`config.mk`:
```
export PLATFORM = sky130hd
export DESIGN_NAME = pulse_channel_flat
export DESIGN_NICKNAME = d
export VERILOG_FILES = /design/src/rtl/pulse_channel_if.sv /design/src/rtl/pulse_channel.sv /design/src/flat_wrapper.sv
export SDC_FILE = /design/constraint.sdc
export NUM_CORES = 1
export LEC_CHECK = 0
export CORE_MARGIN = 3
export CORE_UTILIZATION = 45
export CTS_CLUSTER_DIAMETER = 40
export DETAILED_ROUTE_END_ITERATION = 8
export GPL_TIMING_DRIVEN = 1
export PLACE_DENSITY = 0.71
export SKIP_LAST_GASP = 1
export SYNTH_ARGS = -nofsm -noshare
export SYNTH_HDL_FRONTEND = slang
export SYNTH_SLANG_ARGS = --single-unit
export TNS_END_PERCENT = 50
```
`constraint.sdc`:
```
create_clock -name i_clk -period 4.6 [get_ports i_clk]
set_input_delay 0.92 -clock i_clk [delete_from_list [all_inputs] [get_ports i_clk]]
set_output_delay 0.92 -clock i_clk [all_outputs]
set_load 0.02 [all_outputs]
```
`src/rtl/pulse_channel_if.sv`:
```
// Pulse channel bus: configuration, frame tick and sample outputs.
// master drives the i_* signals (controller / bench); slave is the channel.
//   i_tick_stb     frame tick (envelope, length, sweep)
//   i_cfg_stb      latch configuration and retrigger the note
//   i_duty .. i_sweep_period  note configuration, sampled on i_cfg_stb
//   o_output       registered sample to the mixer
//   o_frame_pulse  phase MSB
//   o_active       length counter not expired
//   o_muted        sweep overflow or delta below the audible minimum
interface pulse_channel_if #(
    parameter int unsigned PHASE_W = 32,
    parameter int unsigned VOL_W   = 4,
    parameter int unsigned OUT_W   = 9,
    parameter int unsigned LEN_W   = 8
);
    logic               i_tick_stb;
    logic               i_cfg_stb;
    logic [1:0]         i_duty;
    logic [VOL_W-1:0]   i_volume;
    logic               i_env_decay;
    logic               i_env_loop;
    logic [3:0]         i_env_period;
    logic [LEN_W-1:0]   i_length;
    logic               i_length_en;
    logic [PHASE_W-1:0] i_phase_delta;
    logic               i_sweep_en;
    logic               i_sweep_negate;
    logic [2:0]         i_sweep_shift;
    logic [3:0]         i_sweep_period;
    logic [OUT_W-1:0]   o_output;
    logic               o_frame_pulse;
    logic               o_active;
    logic               o_muted;

    modport master (
        output i_tick_stb, i_cfg_stb, i_duty, i_volume, i_env_decay, i_env_loop,
               i_env_period, i_length, i_length_en, i_phase_delta, i_sweep_en,
               i_sweep_negate, i_sweep_shift, i_sweep_period,
        input  o_output, o_frame_pulse, o_active, o_muted
    );

    modport slave (
        input  i_tick_stb, i_cfg_stb, i_duty, i_volume, i_env_decay, i_env_loop,
               i_env_period, i_length, i_length_en, i_phase_delta, i_sweep_en,
               i_sweep_negate, i_sweep_shift, i_sweep_period,
        output o_output, o_frame_pulse, o_active, o_muted
    );
endinterface

```
`src/rtl/pulse_channel.sv`:
```
// Pulse-wave voice: phase accumulator, 4-mode duty, decay envelope,
// length counter and frequency sweep. Retriggered by bus.i_cfg_stb,
// frame-rate updates on bus.i_tick_stb.
// Ports: i_clk, i_rst_n (async, active-low), bus (pulse_channel_if.slave).
module pulse_channel #(
    parameter int unsigned PHASE_W   = 32,
    parameter int unsigned VOL_W     = 4,
    parameter int unsigned OUT_W     = 9,
    parameter int unsigned LEN_W     = 8,
    parameter int unsigned MIN_DELTA = 256
) (
    input  logic            i_clk,
    input  logic            i_rst_n,
    pulse_channel_if.slave  bus
);
    localparam int unsigned SHIFT_W = OUT_W - VOL_W;

    // Latched note configuration
    logic [1:0]         duty_q,         duty_d;
    logic [VOL_W-1:0]   volume_q,       volume_d;
    logic               decay_q,        decay_d;
    logic               loop_q,         loop_d;
    logic [3:0]         env_period_q,   env_period_d;
    logic               length_en_q,    length_en_d;
    logic               sweep_en_q,     sweep_en_d;
    logic               negate_q,       negate_d;
    logic [2:0]         shift_q,        shift_d;
    logic [3:0]         sweep_period_q, sweep_period_d;

    // Running voice state
    logic [PHASE_W-1:0] phase,     phase_d;
    logic [PHASE_W-1:0] delta,     delta_d;
    logic [VOL_W-1:0]   level,     level_d;
    logic [3:0]         env_div,   env_div_d;
    logic [LEN_W-1:0]   len,       len_d;
    logic [3:0]         sweep_div, sweep_div_d;
    logic [OUT_W-1:0]   sample,    sample_d;

    logic [2:0]         p;
    logic               high;
    logic               active;
    logic               muted;
    logic [PHASE_W-1:0] delta_shr;
    logic [PHASE_W:0]   sum;
    logic [PHASE_W-1:0] target;

    // Sweep target; the subtract path can never go below zero
    always_comb begin
        delta_shr = delta >> shift_q;
        sum       = {1'b0, delta} + {1'b0, delta_shr};
        target    = negate_q ? (delta - delta_shr) : sum[PHASE_W-1:0];
    end

    // Status flags derived from registered state
    always_comb begin
        active = !length_en_q || (len != '0);
        muted  = (delta < PHASE_W'(MIN_DELTA)) ||
                 (sweep_en_q && !negate_q && (shift_q != 3'd0) && sum[PHASE_W]);
    end

    // Duty waveform from the top three phase bits
    always_comb begin
        p    = phase[PHASE_W-1 -: 3];
        high = 1'b0;
        case (duty_q)
            2'd0:    high = (p == 3'd0);
            2'd1:    high = (p < 3'd2);
            2'd2:    high = (p < 3'd4);
            default: high = (p < 3'd6);
        endcase
    end

    // Next-state: cfg retrigger takes priority and suppresses the tick
    always_comb begin
        duty_d         = duty_q;
        volume_d       = volume_q;
        decay_d        = decay_q;
        loop_d         = loop_q;
        env_period_d   = env_period_q;
        length_en_d    = length_en_q;
        sweep_en_d     = sweep_en_q;
        negate_d       = negate_q;
        shift_d        = shift_q;
        sweep_period_d = sweep_period_q;
        phase_d        = phase + delta;
        delta_d        = delta;
        level_d        = level;
        env_div_d      = env_div;
        len_d          = len;
        sweep_div_d    = sweep_div;
        sample_d       = (high && active && !muted) ? (OUT_W'(level) << SHIFT_W) : '0;

        if (bus.i_cfg_stb) begin
            duty_d         = bus.i_duty;
            volume_d       = bus.i_volume;
            decay_d        = bus.i_env_decay;
            loop_d         = bus.i_env_loop;
            env_period_d   = bus.i_env_period;
            length_en_d    = bus.i_length_en;
            sweep_en_d     = bus.i_sweep_en;
            negate_d       = bus.i_sweep_negate;
            shift_d        = bus.i_sweep_shift;
            sweep_period_d = bus.i_sweep_period;
            phase_d        = '0;
            delta_d        = bus.i_phase_delta;
            level_d        = bus.i_volume;
            env_div_d      = bus.i_env_period;
            len_d          = bus.i_length;
            sweep_div_d    = bus.i_sweep_period;
        end else if (bus.i_tick_stb) begin
            if (env_div == 4'd0) begin
                env_div_d = env_period_q;
                if (decay_q && (level != '0)) begin
                    level_d = level - VOL_W'(1);
                end else if (decay_q && loop_q) begin
                    level_d = volume_q;
                end
            end else begin
                env_div_d = env_div - 4'd1;
            end

            if (length_en_q && (len != '0)) begin
                len_d = len - LEN_W'(1);
            end

            // A muted channel keeps its delta frozen
            if (sweep_div == 4'd0) begin
                sweep_div_d = sweep_period_q;
                if (sweep_en_q && (shift_q != 3'd0) && !muted) begin
                    delta_d = target;
                end
            end else begin
                sweep_div_d = sweep_div - 4'd1;
            end
        end
    end

    always_ff @(posedge i_clk or negedge i_rst_n) begin
        if (!i_rst_n) begin
            duty_q         <= '0;
            volume_q       <= '0;
            decay_q        <= 1'b0;
            loop_q         <= 1'b0;
            env_period_q   <= '0;
            length_en_q    <= 1'b0;
            sweep_en_q     <= 1'b0;
            negate_q       <= 1'b0;
            shift_q        <= '0;
            sweep_period_q <= '0;
            phase          <= '0;
            delta          <= '0;
            level          <= '0;
            env_div        <= '0;
            len            <= '0;
            sweep_div      <= '0;
            sample         <= '0;
        end else begin
            duty_q         <= duty_d;
            volume_q       <= volume_d;
            decay_q        <= decay_d;
            loop_q         <= loop_d;
            env_period_q   <= env_period_d;
            length_en_q    <= length_en_d;
            sweep_en_q     <= sweep_en_d;
            negate_q       <= negate_d;
            shift_q        <= shift_d;
            sweep_period_q <= sweep_period_d;
            phase          <= phase_d;
            delta          <= delta_d;
            level          <= level_d;
            env_div        <= env_div_d;
            len            <= len_d;
            sweep_div      <= sweep_div_d;
            sample         <= sample_d;
        end
    end

    assign bus.o_output      = sample;
    assign bus.o_frame_pulse = phase[PHASE_W-1];
    assign bus.o_active      = active;
    assign bus.o_muted       = muted;
endmodule

```
`src/flat_wrapper.sv`:
```
// flat-port wrapper written by rule: the top's interface ports become plain ports
module pulse_channel_flat 
#(
    parameter int unsigned PHASE_W   = 32,
    parameter int unsigned VOL_W     = 4,
    parameter int unsigned OUT_W     = 9,
    parameter int unsigned LEN_W     = 8,
    parameter int unsigned MIN_DELTA = 256
)
  (i_clk, i_rst_n, bus_i_tick_stb, bus_i_cfg_stb, bus_i_duty, bus_i_volume, bus_i_env_decay, bus_i_env_loop, bus_i_env_period, bus_i_length, bus_i_length_en, bus_i_phase_delta, bus_i_sweep_en, bus_i_sweep_negate, bus_i_sweep_shift, bus_i_sweep_period, bus_o_output, bus_o_frame_pulse, bus_o_active, bus_o_muted);
  pulse_channel_if #(.PHASE_W(PHASE_W), .VOL_W(VOL_W), .OUT_W(OUT_W), .LEN_W(LEN_W)) bus_i ();
  input  logic i_clk;
  input  logic i_rst_n;
  input wire logic [$bits(bus_i.i_tick_stb)-1:0] bus_i_tick_stb;
  input wire logic [$bits(bus_i.i_cfg_stb)-1:0] bus_i_cfg_stb;
  input wire logic [$bits(bus_i.i_duty)-1:0] bus_i_duty;
  input wire logic [$bits(bus_i.i_volume)-1:0] bus_i_volume;
  input wire logic [$bits(bus_i.i_env_decay)-1:0] bus_i_env_decay;
  input wire logic [$bits(bus_i.i_env_loop)-1:0] bus_i_env_loop;
  input wire logic [$bits(bus_i.i_env_period)-1:0] bus_i_env_period;
  input wire logic [$bits(bus_i.i_length)-1:0] bus_i_length;
  input wire logic [$bits(bus_i.i_length_en)-1:0] bus_i_length_en;
  input wire logic [$bits(bus_i.i_phase_delta)-1:0] bus_i_phase_delta;
  input wire logic [$bits(bus_i.i_sweep_en)-1:0] bus_i_sweep_en;
  input wire logic [$bits(bus_i.i_sweep_negate)-1:0] bus_i_sweep_negate;
  input wire logic [$bits(bus_i.i_sweep_shift)-1:0] bus_i_sweep_shift;
  input wire logic [$bits(bus_i.i_sweep_period)-1:0] bus_i_sweep_period;
  output wire logic [$bits(bus_i.o_output)-1:0] bus_o_output;
  output wire logic [$bits(bus_i.o_frame_pulse)-1:0] bus_o_frame_pulse;
  output wire logic [$bits(bus_i.o_active)-1:0] bus_o_active;
  output wire logic [$bits(bus_i.o_muted)-1:0] bus_o_muted;
  assign bus_i.i_tick_stb = bus_i_tick_stb;
  assign bus_i.i_cfg_stb = bus_i_cfg_stb;
  assign bus_i.i_duty = bus_i_duty;
  assign bus_i.i_volume = bus_i_volume;
  assign bus_i.i_env_decay = bus_i_env_decay;
  assign bus_i.i_env_loop = bus_i_env_loop;
  assign bus_i.i_env_period = bus_i_env_period;
  assign bus_i.i_length = bus_i_length;
  assign bus_i.i_length_en = bus_i_length_en;
  assign bus_i.i_phase_delta = bus_i_phase_delta;
  assign bus_i.i_sweep_en = bus_i_sweep_en;
  assign bus_i.i_sweep_negate = bus_i_sweep_negate;
  assign bus_i.i_sweep_shift = bus_i_sweep_shift;
  assign bus_i.i_sweep_period = bus_i_sweep_period;
  assign bus_o_output = bus_i.o_output;
  assign bus_o_frame_pulse = bus_i.o_frame_pulse;
  assign bus_o_active = bus_i.o_active;
  assign bus_o_muted = bus_i.o_muted;
  pulse_channel #(.PHASE_W(PHASE_W), .VOL_W(VOL_W), .OUT_W(OUT_W), .LEN_W(LEN_W), .MIN_DELTA(MIN_DELTA)) u_core (.i_clk(i_clk), .i_rst_n(i_rst_n), .bus(bus_i));
endmodule
```
==> impl_summary.md, run 1 <==
Outcome
The run finished, with violations left. The checks that failed: negative setup slack.

Clocking
The root buffer cell is sky130_fd_sc_hd__clkbuf_16. The clock net in this run drives a total of between 100 and 150 sinks. The total of hold buffers inserted after clock tree synthesis is 0. TritonCTS built the clock tree. The maximum clock path buffer count is 2. After clock tree synthesis, the clock-pin slew on the worst setup and hold paths is roughly 0.07 ns. The H-tree depth is 3. The clock latency of the later-clocked register in the worst-skew pair is 0.35 ns. The number of clock buffers added by TritonCTS is 9.

Pwr
The share of total power consumed by net switching is a little under half. The leakage power figure is slightly above 6 nW. For this design the total switching power over the nets is ~0.0027 W. The total power after layout is 0.00601 W. The maximum resistive drop on vdd is about 0.25 mV.

Dividing total power by cell area gives a power density of between 400 and 500 nW/um2. The internal power of the cells is between 0.003 and 0.004 W. Registers are responsible for 22.1% of the overall power.

The clock network is responsible for a little over an eighth of the overall power. The portion of total power attributed to combinational logic is between 60% and 70%.

Place
Once detailed placement completed, the half-perimeter wirelength came to 25.6 mm. At the end of routability-driven placement, the weighted congestion stood at about 0.97. Buffers placed on the I/O ports in this run total 72. The post-placement setup slack is -0.136 ns. The cell area after placement is between 10000 and 15000 um2.

Global routing
The initial antenna violation count is 0. The wire length of the first global-routing pass is roughly 54 mm. Global routing used 25.0% of the available tracks. Entering global routing, the biggest net connects 89 pins. The number of global-route vias before repair is approximately 11k.

For this run the aggregate overflow at the end of global routing stands at 0.

Routing
After detailed routing, the average wire length per cell comes to roughly 18 um. In the routed design, unresolved DRC markers number 0. The detailed router finished its first iteration with between 700 and 800 violations. The length of the first detailed-routing pass in iterations is 5.

For this block, the routed nets add up to ~34 mm of wire. The vias per cell is between 5 and 6. The via count of the routed design is 10.9k. The remaining number of nets flagged by the antenna check after routing is 0.

Worst setup path
STA classifies the critical path startpoint as a flip-flop. The critical path goes through buf_12, buf_6, buf_4, mux2i_4, mux2i_1, mux2i_1, inv_1, ha_1, nor2b_4, nor4_4, a2111oi_4, o21bai_2, a21oi_2, o21ai_1, nand2b_1, a31oi_1, buf_4, inv_2, buf_6. The dominant delay contributor by cell family on the critical path is compound AO/OA/AOI/OAI gates. The largest individual stage delay along the critical path comes from the cell sky130_fd_sc_hd__dfrtp_2. The endpoint arrival time on the critical path is 3.78 ns. Counting both buffers and inverters, the worst setup path holds a total of 7.

The worst setup path is captured at an output pin. Of all nets on the critical path, the largest fanout is 5. The maximum single-stage delay on the critical path is between 0.4 and 0.5 ns. The type of the setup path with the least slack is reg -> out. The setup check on the worst reg-to-reg path leaves a slack of roughly 0.030 ns. The data required time at the worst endpoint is between 3 and 4 ns.

Final layout
Leaving out fill and tap cells, the most frequent cell in the layout is sky130_fd_sc_hd__a21oi_1. The number of filler cells placed in the layout is about 2.2k. The count of inserted antenna diode cells is 0. The cell area after layout is ~13000 um2. The share of final-layout standard cells stronger than drive strength 1 is 14.8%. The sequential cells in the finished layout cover a total of 2750 um2. The library cells used most frequently in the layout, excluding fill and tap cells, are 129 x sky130_fd_sc_hd__a21oi_1, 119 x sky130_fd_sc_hd__buf_4, 109 x sky130_fd_sc_hd__nor2_1, 109 x sky130_fd_sc_hd__dfrtp_1, 107 x sky130_fd_sc_hd__nand2_1. At the end of the flow, the number of nets in the layout was about 1.7k. The combined area of the multi-input logic cells is between 7000 and 8000 um2.

The synthesis-to-finish area growth is 21.4%.

Timing
The peak clock frequency supported by timing is 213 MHz. The final count of hold timing violations is 0. The setup total negative slack is -0.0971 ns. The final worst clock skew is 0.00652 ns.

The slew at the pin with the worst max-slew slack is 0.836 ns. The smallest hold slack is about 0.52 ns. Setup repair after global routing could not meet its margin everywhere. The headroom to the max-slew limit is between 40% and 50%. The max-slew violation count is 0. The final worst-path cycle share is 102%.

The final-report setup violation count is 1. The final critical-path required period is between 4 and 5 ns. The minimum setup slack in the final design is -0.0971 ns.

Flow run
Max-cap violations in this run came to 0.

Floorplanning
The core region is roughly 24000 um2. Measured along the y axis, the die boundary spans 163 um. 78 I/O pins were placed. The row count is between 50 and 60. The width of the die is 163 um.

The die covers approximately 26000 um2. The starting density of the core is 46.4%.

Synth
After synthesis, the cell types taking the most area are sky130_fd_sc_hd__dfrtp_1 25%, sky130_fd_sc_hd__ha_1 11%, sky130_fd_sc_hd__mux2i_1 7.3%. Sequential elements use approximately a quarter of the synthesized area. The number of different library cells used by synthesis comes to 80.

The Yosys step of the flow raised 0 warnings. The cell type contributing the most total cell area after synthesis is sky130_fd_sc_hd__dfrtp_1. Synthesis inferred 110 register bits.

The number of flops mapped to enable cells by yosys is 0. The share of async-settable or async-resettable flops after synthesis is 100%. The post-synthesis instance area is 11000 um2.

The area fraction of the dominant cell type after synthesis is about a quarter. The mean instance size in the synthesized netlist is 8.06 um2. Among all flip-flop cells after synthesis, the most frequent one is sky130_fd_sc_hd__dfrtp_1.

The cell count after synthesis came out at roughly 1.4k.

Worst hold path
The tightest min-delay check is of the reg -> reg type.
[path summary, 6_finish.rpt]
path,start,cells after the start,endpoint
hold reg to reg,u_core.env_period_q[2],1,u_core.env_period_q[2]
min in group asynchronous,i_rst_n,1,u_core.duty_q[1]
hold / removal,u_core.env_period_q[2],1,u_core.env_period_q[2]
setup / recovery,u_core.shift_q[0],19,bus_o_muted
max in group asynchronous,i_rst_n,2,u_core.phase[16]
setup reg to reg,u_core.shift_q[0],19,u_core.delta[31]
[cell families (layout without fill, tap and decap cells)]
group,count (synthesis),count (layout),synth area share [%]
AOI/OAI and AO/OA,427,427,24.7
xor gates and xnor gates,57,57,4.52
adders and majority gates,102,102,11.8
buffers and inverters,171,311,6.23
DFF,110,110,24.9
muxes,105,105,9.80
other,1,5,0.0340
and+or+nand+nor,398,398,18.0
[power by group through the flow]
stage               combinational [W]  sequential (W)  clock, W
floorplan                     0.00251         0.00132         0
CTS                           0.00374         0.00132  0.000807
global route                  0.00427         0.00135  0.000837
finish                        0.00390         0.00133  0.000785
detailed placement            0.00363         0.00133         0
global placement              0.00358         0.00132         0
[registers in the layout (all words and copies together) (netlist names)]
name and count:
u_core.sweep_period_q 4, u_core.env_period_q 4, u_core.decay_q 1, u_core.shift_q 3, u_core.volume_q 4, u_core.level 4
u_core.len 8, u_core.sweep_en_q 1, u_core.delta 32, u_core.bus.o_output 4, u_core.length_en_q 1, u_core.phase 32
u_core.duty_q 2, u_core.env_div 4, u_core.loop_q 1, u_core.negate_q 1, u_core.sweep_div 4
[cell type report]
class | instances | area share [%]
multi-input combinational | 1094 | 58.3
sequential | 110 | 20.5
timing repair buffer | 199 | 13.2
tap | 319 | 2.98
inverter | 97 | 2.72
clock buffer | 10 | 1.78
clock inverter | 5 | 0.439
[Yosys cell counts (17+ instances only)]
library cell               number
sky130_fd_sc_hd__clkbuf_1      37
sky130_fd_sc_hd__nand3_1       20
sky130_fd_sc_hd__a21oi_1      132
sky130_fd_sc_hd__xor2_1        17
sky130_fd_sc_hd__a21o_1        24
sky130_fd_sc_hd__mux2i_1       80
sky130_fd_sc_hd__xnor2_1       40
sky130_fd_sc_hd__ha_1          99
sky130_fd_sc_hd__o21ai_0      109
sky130_fd_sc_hd__nand2_1      107
sky130_fd_sc_hd__mux2_2        25
sky130_fd_sc_hd__inv_1         92
sky130_fd_sc_hd__nor3_1        29
sky130_fd_sc_hd__nor2_1       111
sky130_fd_sc_hd__nor3b_1       19
sky130_fd_sc_hd__dfrtp_1      110
[metrics by stage]
step / std cells / utilization, %
final: 1834 / 56.3
after floorplan: 1375 / -
after global placement: 1803 / 53.5
after global routing: 1834 / 56.3
after CTS: 1829 / 55.6
after detailed placement: 1803 / 53.5
[timing repair]
action                     in CTS  in global routing
resized for setup              33                 26
setup endpoints to repair       2                  6
setup buffers                  10                  5
pin swaps                      14                 13
cloned                          1                  0
[layer usage]
metal  vias up  part of all wire (%)  track usage, %
met5         -                     0               0
li1       5231                     -               -
met2       438                    46            41.2
met4         0                   2.1            5.50
met3        59                   6.9            3.56
met1      5180                    45            35.0
(Power assumes the default switching activity.)
==> run 2, diff against run 1 <==
PLACE_DENSITY = 0.69   (was 0.71)
clock period = 5.45 ns   (was 4.6 ns; I/O delays follow)
==> run 2 against run 1 <==
The run now ends clean. Via count down 3.7%. Combinational power down 25%. Total power down 20%. Routed wire length down 2.6%. Utilization down 3.4 points. Die area unchanged. Clock skew up 0.013 ns. First-iteration DRC count up 5.8%. Critical path type unchanged. Largest power group unchanged. Highest routed layer unchanged.
==> impl_summary.md, run 2 (same netlist as run 1, synthesis figures left out) <==
Outcome
The run finished with clean final reports.

Pwr
The internal power of the cells is approximately 0.0025 W. Combinational logic burns roughly 61% of the power. For this design the ratio of total power to cell area is approximately 380 nW/um2.

Net switching is a little under half of the power. The leakage power figure is 5.72 nW. The clock power share is about 15%.

The share of total power in sequential cells is 23.7%. The net switching power is about 0.0023 W. The maximum resistive drop on vdd is between 0.15 and 0.2 mV.

Timing
For the pin with the worst max-slew slack, the measured transition is slightly below 1 ns. The headroom to the max-slew limit is between 30% and 40%. The tightest hold path in the finished design has a slack of 0.516 ns. The final count of hold timing violations is 0.

The final critical-path required period is about 5.2 ns. The final worst-path cycle share is between 90% and 100%. The setup total negative slack is 0 ns. The peak clock frequency supported by timing is 191 MHz. The max-slew violation count was 0. The final worst clock skew is 0.0190 ns. Setup violations remaining at the end of the flow were counted as 0.

Worst setup path
In this run the critical register-to-register path is captured at u_core.delta[28]. The count of buffering cells on the critical path with inverters included is 3. The worst setup path is captured at an output pin.

The launching element type of the critical path is a flip-flop. The register-to-register path setup slack is 0.88 ns. The depth of the worst register-to-register path is 15.

The type of the setup path with the least slack is reg -> out. The startpoint identified for the worst register-to-register timing path is u_core.shift_q[0]. The largest driver fanout on the critical path is 14.

Walking the worst path, the cells encountered are buf_12, mux2_2, a21oi_1, o21ai_0, ha_1, fa_1, nor2b_1, o311ai_4, a2111oi_4, o21bai_2, a21oi_2, o21ai_1, nand2b_1, a31oi_4, inv_1, dlygate4sd2_1. The endpoint arrival time on the critical path is 4.15 ns. On the worst path, the slowest cell contributes a delay of roughly 0.42 ns. Grouping stages by cell kind, the critical path spends the most delay in compound AO/OA/AOI/OAI gates. At the worst endpoint, the required time is approximately 4.4 ns. The master of the slowest instance on the critical path is sky130_fd_sc_hd__dfrtp_1.

Floorplanning
The core box area is about 24000 um2. The die is roughly 160 um tall. The number of primary I/O pins is 78. The area of the die is around 26000 um2. The row count is 56. Once the floorplan was initialized, standard cells occupied approximately 46% of the core.

The width of the die is roughly 160 um.

Global routing
The global-route usage over all layers is approximately 25%. Entering global routing, the biggest net connects 87 pins. Global routing consumed, on the met2 layer, about two fifths of the routing resources.

For this run the aggregate overflow at the end of global routing stands at 0. The number of global-route vias before repair was just over 10k. The initial antenna violation count is 0. The busiest layer in global routing is met2.

The met1 usage is 36.0%. The met3 layer usage reported by global route is 2.87%. The wire length of the first global-routing pass is 52.9 mm.

Routing
In the final routed layout, each cell accounts on average for between 15 and 20 um. The initial DRC count is 833. The vias per cell is 5.98.

After detailed routing, the total wire length is about 33 mm. The length of the first detailed-routing pass in iterations is 5. The residual DRC count is 0. In this run the remaining antenna-violating nets after routing total 0. For this block, the via count after detailed routing is between 10k and 15k.

Worst hold path
The worst hold path begins at u_core.duty_q[1]. The worst hold path belongs to the class reg -> reg. For hold timing, the worst endpoint is u_core.duty_q[1].

Counting instances, the worst hold path has a depth of 1.

Place
Routability-driven placement finished with a final weighted congestion of between 0.9 and 1. The count of input and output buffers is 72. The number of instances in the placed design is around 1.7k. The estimated wirelength of the detail-placed design is 24.5 mm.

Final layout
The count of non-filler cells in the finished layout is between 1.5k and 2k. In the final layout, the registers with the most flip-flops are u_core.delta (32), u_core.phase (32), u_core.len (8). The number of filler cells placed in the layout is 2271. The top cell types in the final layout, fill and taps aside, are 132 x sky130_fd_sc_hd__a21oi_1, 111 x sky130_fd_sc_hd__nor2_1, 110 x sky130_fd_sc_hd__dfrtp_1. The repair_antennas step left the layout with diodes totalling 0. The net count of the finished layout is 1600. The share of final-layout standard cells stronger than drive strength 1 is 8.00%. The most common cell after layout, fill and taps aside is sky130_fd_sc_hd__a21oi_1. The synthesis-to-finish area growth is 14.1%.

Clocking
Counting every sink on the clock net gives 110. The H-tree depth is 3. The later pin in the worst-skew pair is clocked with a latency of roughly 0.38 ns. The root buffer cell is sky130_fd_sc_hd__clkbuf_16. The clock transition at the registers of the reported paths is 0.09 ns.

No sink is reached through more buffers than the 2 on the longest clock path. The TritonCTS clock tree is done. Buffers inserted during clock tree synthesis total 9.

Flow run
The max-capacitance violation count is 0.
-- run 2: cell types whose count changed in the layout (fill, tap and decap cells not counted), sizes merged --
cell | before | now
dlygate4sd2 | 0 | 1
clkbuf | 10 | 9
clkinv | 2 | 3
inv | 97 | 101
bufinv | 1 | 0
bufbuf | 0 | 1
buf | 130 | 49
clkinvlp | 2 | 0
-- run 2: how the worst max path moves through the flow --
stage                   to  depth (start not counted)               from  slack [ns]
3_5_place_dp   bus_o_muted                         16  u_core.shift_q[0]        0.20
2_1_floorplan  bus_o_muted                         18  u_core.shift_q[0]        0.37
5_1_grt        bus_o_muted                         16  u_core.shift_q[0]      -0.002
3_3_place_gp   bus_o_muted                         18  u_core.shift_q[0]        0.27
6_report       bus_o_muted                         16  u_core.shift_q[0]        0.21
4_1_cts        bus_o_muted                         18  u_core.shift_q[0]        0.15
-- run 2: final cells by class --
| cell class | instances | area [um2] | share of cell area [%] |
|---|---|---|---|
| clock buffers | 9 | 225 | 1.79 |
| clock inverters | 7 | 78.8 | 0.625 |
| inverters | 97 | 364 | 2.89 |
| multi-input cells | 1094 | 7650 | 60.7 |
| flip-flops and latches | 110 | 2750 | 21.8 |
| well taps | 319 | 399 | 3.17 |
| repair buffers | 120 | 1140 | 9.02 |
-- run 2: per-layer routing --
layer  vias to the layer above  part of all wire (%)
li1                       5068                     -
met1                      5029                    47
met2                       365                    44
met3                        45                   6.1
met4                         0                   2.1
met5                         -                     0
-- run 2: power groups by stage --
stage	clock network [W]	registers [W]	logic [W]
2_1_floorplan	0	0.00111	0.00211
3_3_place_gp	0	0.00114	0.00280
3_5_place_dp	0	0.00114	0.00282
4_1_cts	0.000726	0.00113	0.00286
5_1_grt	0.000762	0.00115	0.00324
6_report	0.000718	0.00113	0.00293
-- run 2: repair_timing --
action | CTS | global route
cloned | 1 | 0
setup endpoints to repair | 1 | 1
hold buffers | 0 | 0
gates resized for setup | 5 | 1
pin swaps | 0 | 3
hold endpoints to repair | 0 | 0
setup buffers | 0 | 13
-- run 2: metrics by stage --
step / setup slack [ns] / total power (W) / utilization [%] / instance area (um2)
2_1_floorplan: 0.374 / 0.00323 / - / 11100
3_3_place_gp: 0.269 / 0.00394 / 51.0 / 12100
3_5_place_dp: 0.197 / 0.00397 / 51.0 / 12100
4_1_cts: 0.155 / 0.00471 / 52.5 / 12500
5_1_grt: -0.00169 / 0.00515 / 52.9 / 12600
6_report: 0.206 / 0.00478 / 52.9 / 12600
-- run 2: worst register-to-register path, delay by kind of cell, from the launching register on --
family | cells | cell delay, ns
AND/OR/NAND/NOR | 2 | 0.70
multiplexers | 2 | 0.52
flip-flops | 1 | 0.42
adder cells (fa/ha/maj) | 2 | 0.64
AO/OA/AOI/OAI | 8 | 2.03
buffers and inverters | 1 | 0.16
==> run 3, diff against run 2 <==
clock period = 6.1 ns   (was 5.45 ns; I/O delays follow)
==> run 3 against run 2 <==
Hold slack about the same. Register-to-register slack better by 0.54 ns. Clock-buffer cell count stayed put. Critical path depth did not move. Utilization fell by 1.4 points. Via count is 2.3% lower. Sequential power down 9.7%. First-iteration DRC count down 7.9%. Worst setup slack better by 0.12 ns. Die area stayed put. Critical endpoint unchanged. Total power shrank 13%. Global-route usage decreased by 0.81 points.
==> impl_summary.md, run 3 (same netlist as run 1, synthesis figures left out) <==
Worst setup path
The depth of the worst register-to-register path is 15. The reg-to-reg critical path endpoint is u_core.delta[28]. The worst register-to-register path begins at u_core.shift_q[1]. The cell type with the highest occurrence count on the critical path is sky130_fd_sc_hd__o21ai_0. The maximum single-stage delay on the critical path is roughly 0.6 ns. The endpoint arrival time on the critical path is roughly 4.6 ns.

The worst setup path is launched from a flip-flop. The sort of element at the end of the critical path is an output pin. For the worst setup path, the data required time is slightly below 5 ns. The count of buffering cells on the critical path with inverters included is 3. The largest driver fanout on the critical path is 27. For flop-to-flop paths, the worst setup slack is 1.42 ns. The critical path goes through inv_2, mux2i_1, nand2_1, o21ai_0, ha_1, fa_1, nor2b_1, o311ai_4, a2111oi_2, o21bai_2, a21oi_2, o21ai_0, nand2b_1, a31oi_2, inv_1, clkdlybuf4s50_1. The type of the setup path with the least slack is reg -> out.

The dominant delay contributor by cell family on the critical path is compound AO/OA/AOI/OAI gates. On the critical path, the stage with the largest delay is an instance of sky130_fd_sc_hd__clkdlybuf4s50_1.

Final layout
The count of non-filler cells in the finished layout is roughly 1.7k. In the final layout, the registers with the most flip-flops are u_core.delta (32), u_core.phase (32), u_core.len (8). Leaving out fill and tap cells, the most frequent cell in the layout is sky130_fd_sc_hd__a21oi_1. Once layout is done, the placed cells without fillers occupy between 10000 and 15000 um2. The top cell types in the final layout, fill and taps aside, are 132 x sky130_fd_sc_hd__a21oi_1, 111 x sky130_fd_sc_hd__nor2_1, 109 x sky130_fd_sc_hd__o21ai_0, 109 x sky130_fd_sc_hd__dfrtp_1, 107 x sky130_fd_sc_hd__nand2_1. The synthesis-to-finish area growth is 11.2%. In the final design database the tool counted between 1.5k and 2k nets. The count of inserted antenna diode cells is 0. The post-route netlist has 5.98% of its cells at a drive strength greater than 1.

Floorplanning
The number of primary I/O pins is 78. The die is approximately 160 um tall. Once the floorplan was initialized, standard cells occupied between 40 and 50% of the core.

The row count is between 50 and 60. The die covers 26500 um2. The core box area is approximately 24000 um2. The width of the die is ~160 um.

Routing
In this run, the number of DRC markers left after iteration 0 of detailed routing was between 700 and 800. The mean routed wirelength per cell is between 15 and 20 um. The final wirelength is around 32 mm.

Using the TritonRoute via totals, the vias-per-cell ratio works out to 5.96. The length of the first detailed-routing pass in iterations is 6. For this run, design rule violations remaining after detail routing come to 0. The remaining number of nets flagged by the antenna check after routing is 0. The via count of the routed design is about 10k.

Place
The post-placement setup slack is between 0.4 and 0.5 ns. The number of instances in the placed design is 1707. The estimated wirelength of the detail-placed design is ~24 mm. The final estimated routing congestion in global placement is ~0.95. Summing all placed instances gives a cell area of approximately 12000 um2. Port buffering added just over 70 buffers.

Clocking
The clock net in this run drives a total of 110 sinks. The maximum clock path buffer count is 2. TritonCTS built the clock tree.

The clock reaches the later pin of the worst-skew pair after approximately 0.36 ns. The H-tree depth is 3. After clock tree synthesis, the clock-pin slew on the worst setup and hold paths is 0.08 ns. The number of clock buffers added by TritonCTS is 9. The number of buffers inserted by post-CTS setup repair is 0. CTS placed an instance of sky130_fd_sc_hd__clkbuf_16 at the clock tree root.

Timing
Setup repair after global routing left no endpoint under its margin. The final critical-path required period is ~5.8 ns. The peak clock frequency supported by timing is approximately 170 MHz. Setup violations remaining at the end of the flow were counted as 0. The final worst clock skew is approximately 0.015 ns. The final count of hold timing violations came to 0. The slew at the pin with the worst max-slew slack is 0.946 ns.

The final worst-path cycle share is a little over nine tenths. Headroom to the max-slew limit came out at 36.9%. The max-slew violation count was 0.

The minimum setup slack in the final design is approximately 0.33 ns. The setup total negative slack is 0 ns.

Flow run
Max-cap violations in this run came to 0.

Global routing
The number of global-route vias before repair is about 9.8k. Entering global routing, the biggest net connects 74 pins. Global routing finished with a remaining overflow of 0.

The global-route usage over all layers is about a quarter. The wire length of the first global-routing pass is 51.3 mm. The initial antenna violation count is 0.

Pwr
The power density over cell area is around 340 nW/um2. The maximum resistive drop on vdd is between 0.15 and 0.2 mV. Summed over all cells, the static leakage comes to 5.53 nW.

Outcome
The run finished with clean final reports.

Worst hold path
The number of cells on the worst hold path is 1. The sink of the worst hold path is u_core.env_period_q[2]. The worst hold path begins at u_core.env_period_q[2].

The tightest min-delay check is of the reg -> reg type.
==> run 3: metal layers <==
| layer | global-route usage (%) | up-vias | share of wire, % |
|---|---|---|---|
| li1 | - | 5011 | - |
| met1 | 34.6 | 4875 | 47 |
| met2 | 38.1 | 345 | 45 |
| met3 | 3.51 | 31 | 6.4 |
| met4 | 3.69 | 0 | 1.1 |
| met5 | 0 | - | 0 |
==> run 3: worst reg2reg max path, cell delays in order (launching register included) <==
cell and delay [ns]:
sky130_fd_sc_hd__dfrtp_1 0.39, sky130_fd_sc_hd__inv_2 0.47, sky130_fd_sc_hd__mux2i_1 0.21, sky130_fd_sc_hd__nand2_1 0.11, sky130_fd_sc_hd__o21ai_0 0.13, sky130_fd_sc_hd__ha_1 0.26
sky130_fd_sc_hd__fa_1 0.41, sky130_fd_sc_hd__nor2b_1 0.21, sky130_fd_sc_hd__o2111ai_1 0.18, sky130_fd_sc_hd__a21oi_1 0.32, sky130_fd_sc_hd__o21ai_0 0.20, sky130_fd_sc_hd__o311a_1 0.47
sky130_fd_sc_hd__nor4_1 0.51, sky130_fd_sc_hd__a22oi_1 0.28, sky130_fd_sc_hd__mux2i_1 0.17, sky130_fd_sc_hd__a211o_1 0.28
==> run 3: worst max-delay path by stage <==
stage / depth (start not counted) / start / to
floorplan: 18 / u_core.shift_q[0] / bus_o_muted
global placement: 15 / u_core.shift_q[0] / bus_o_muted
detailed placement: 15 / u_core.shift_q[0] / bus_o_muted
CTS: 15 / u_core.shift_q[0] / bus_o_muted
global route: 15 / u_core.shift_q[0] / bus_o_muted
finish: 16 / u_core.shift_q[1] / bus_o_muted
==> run 3: final cells by class <==
| type | count | area [um2] |
|---|---|---|
| clock buffers | 9 | 225 |
| clock inverters | 7 | 76.3 |
| fillers | 2296 | 11500 |
| inverters | 97 | 364 |
| multi-input cells | 1094 | 7630 |
| flip-flops and latches | 110 | 2750 |
| well taps | 319 | 399 |
| repair buffers | 87 | 832 |
==> run 3: where the power goes <==
group	total (W)	internal [W]	leakage, nW	switching, W
Clock	0.000624	0.000293	0.147	0.000332
Combinational	0.00253	0.00101	4.02	0.00152
Sequential	0.00102	0.000883	1.36	0.000138
Total	0.00418	0.00219	5.53	0.00199
==> run 3: what timing repair did <==
action	in CTS	in global routing
setup endpoints to repair	1	1
pin swaps	0	0
hold buffers	0	0
resized for setup	1	4
==> run 3: metrics by stage <==
step                      util, %  hold slack, ns  total power, W
after floorplan                 -           0.481         0.00288
after global placement       50.2           0.494         0.00347
after detailed placement     50.2           0.500         0.00350
after CTS                    51.5           0.517         0.00414
after global routing         51.6           0.540         0.00450
final                        51.6           0.516         0.00418
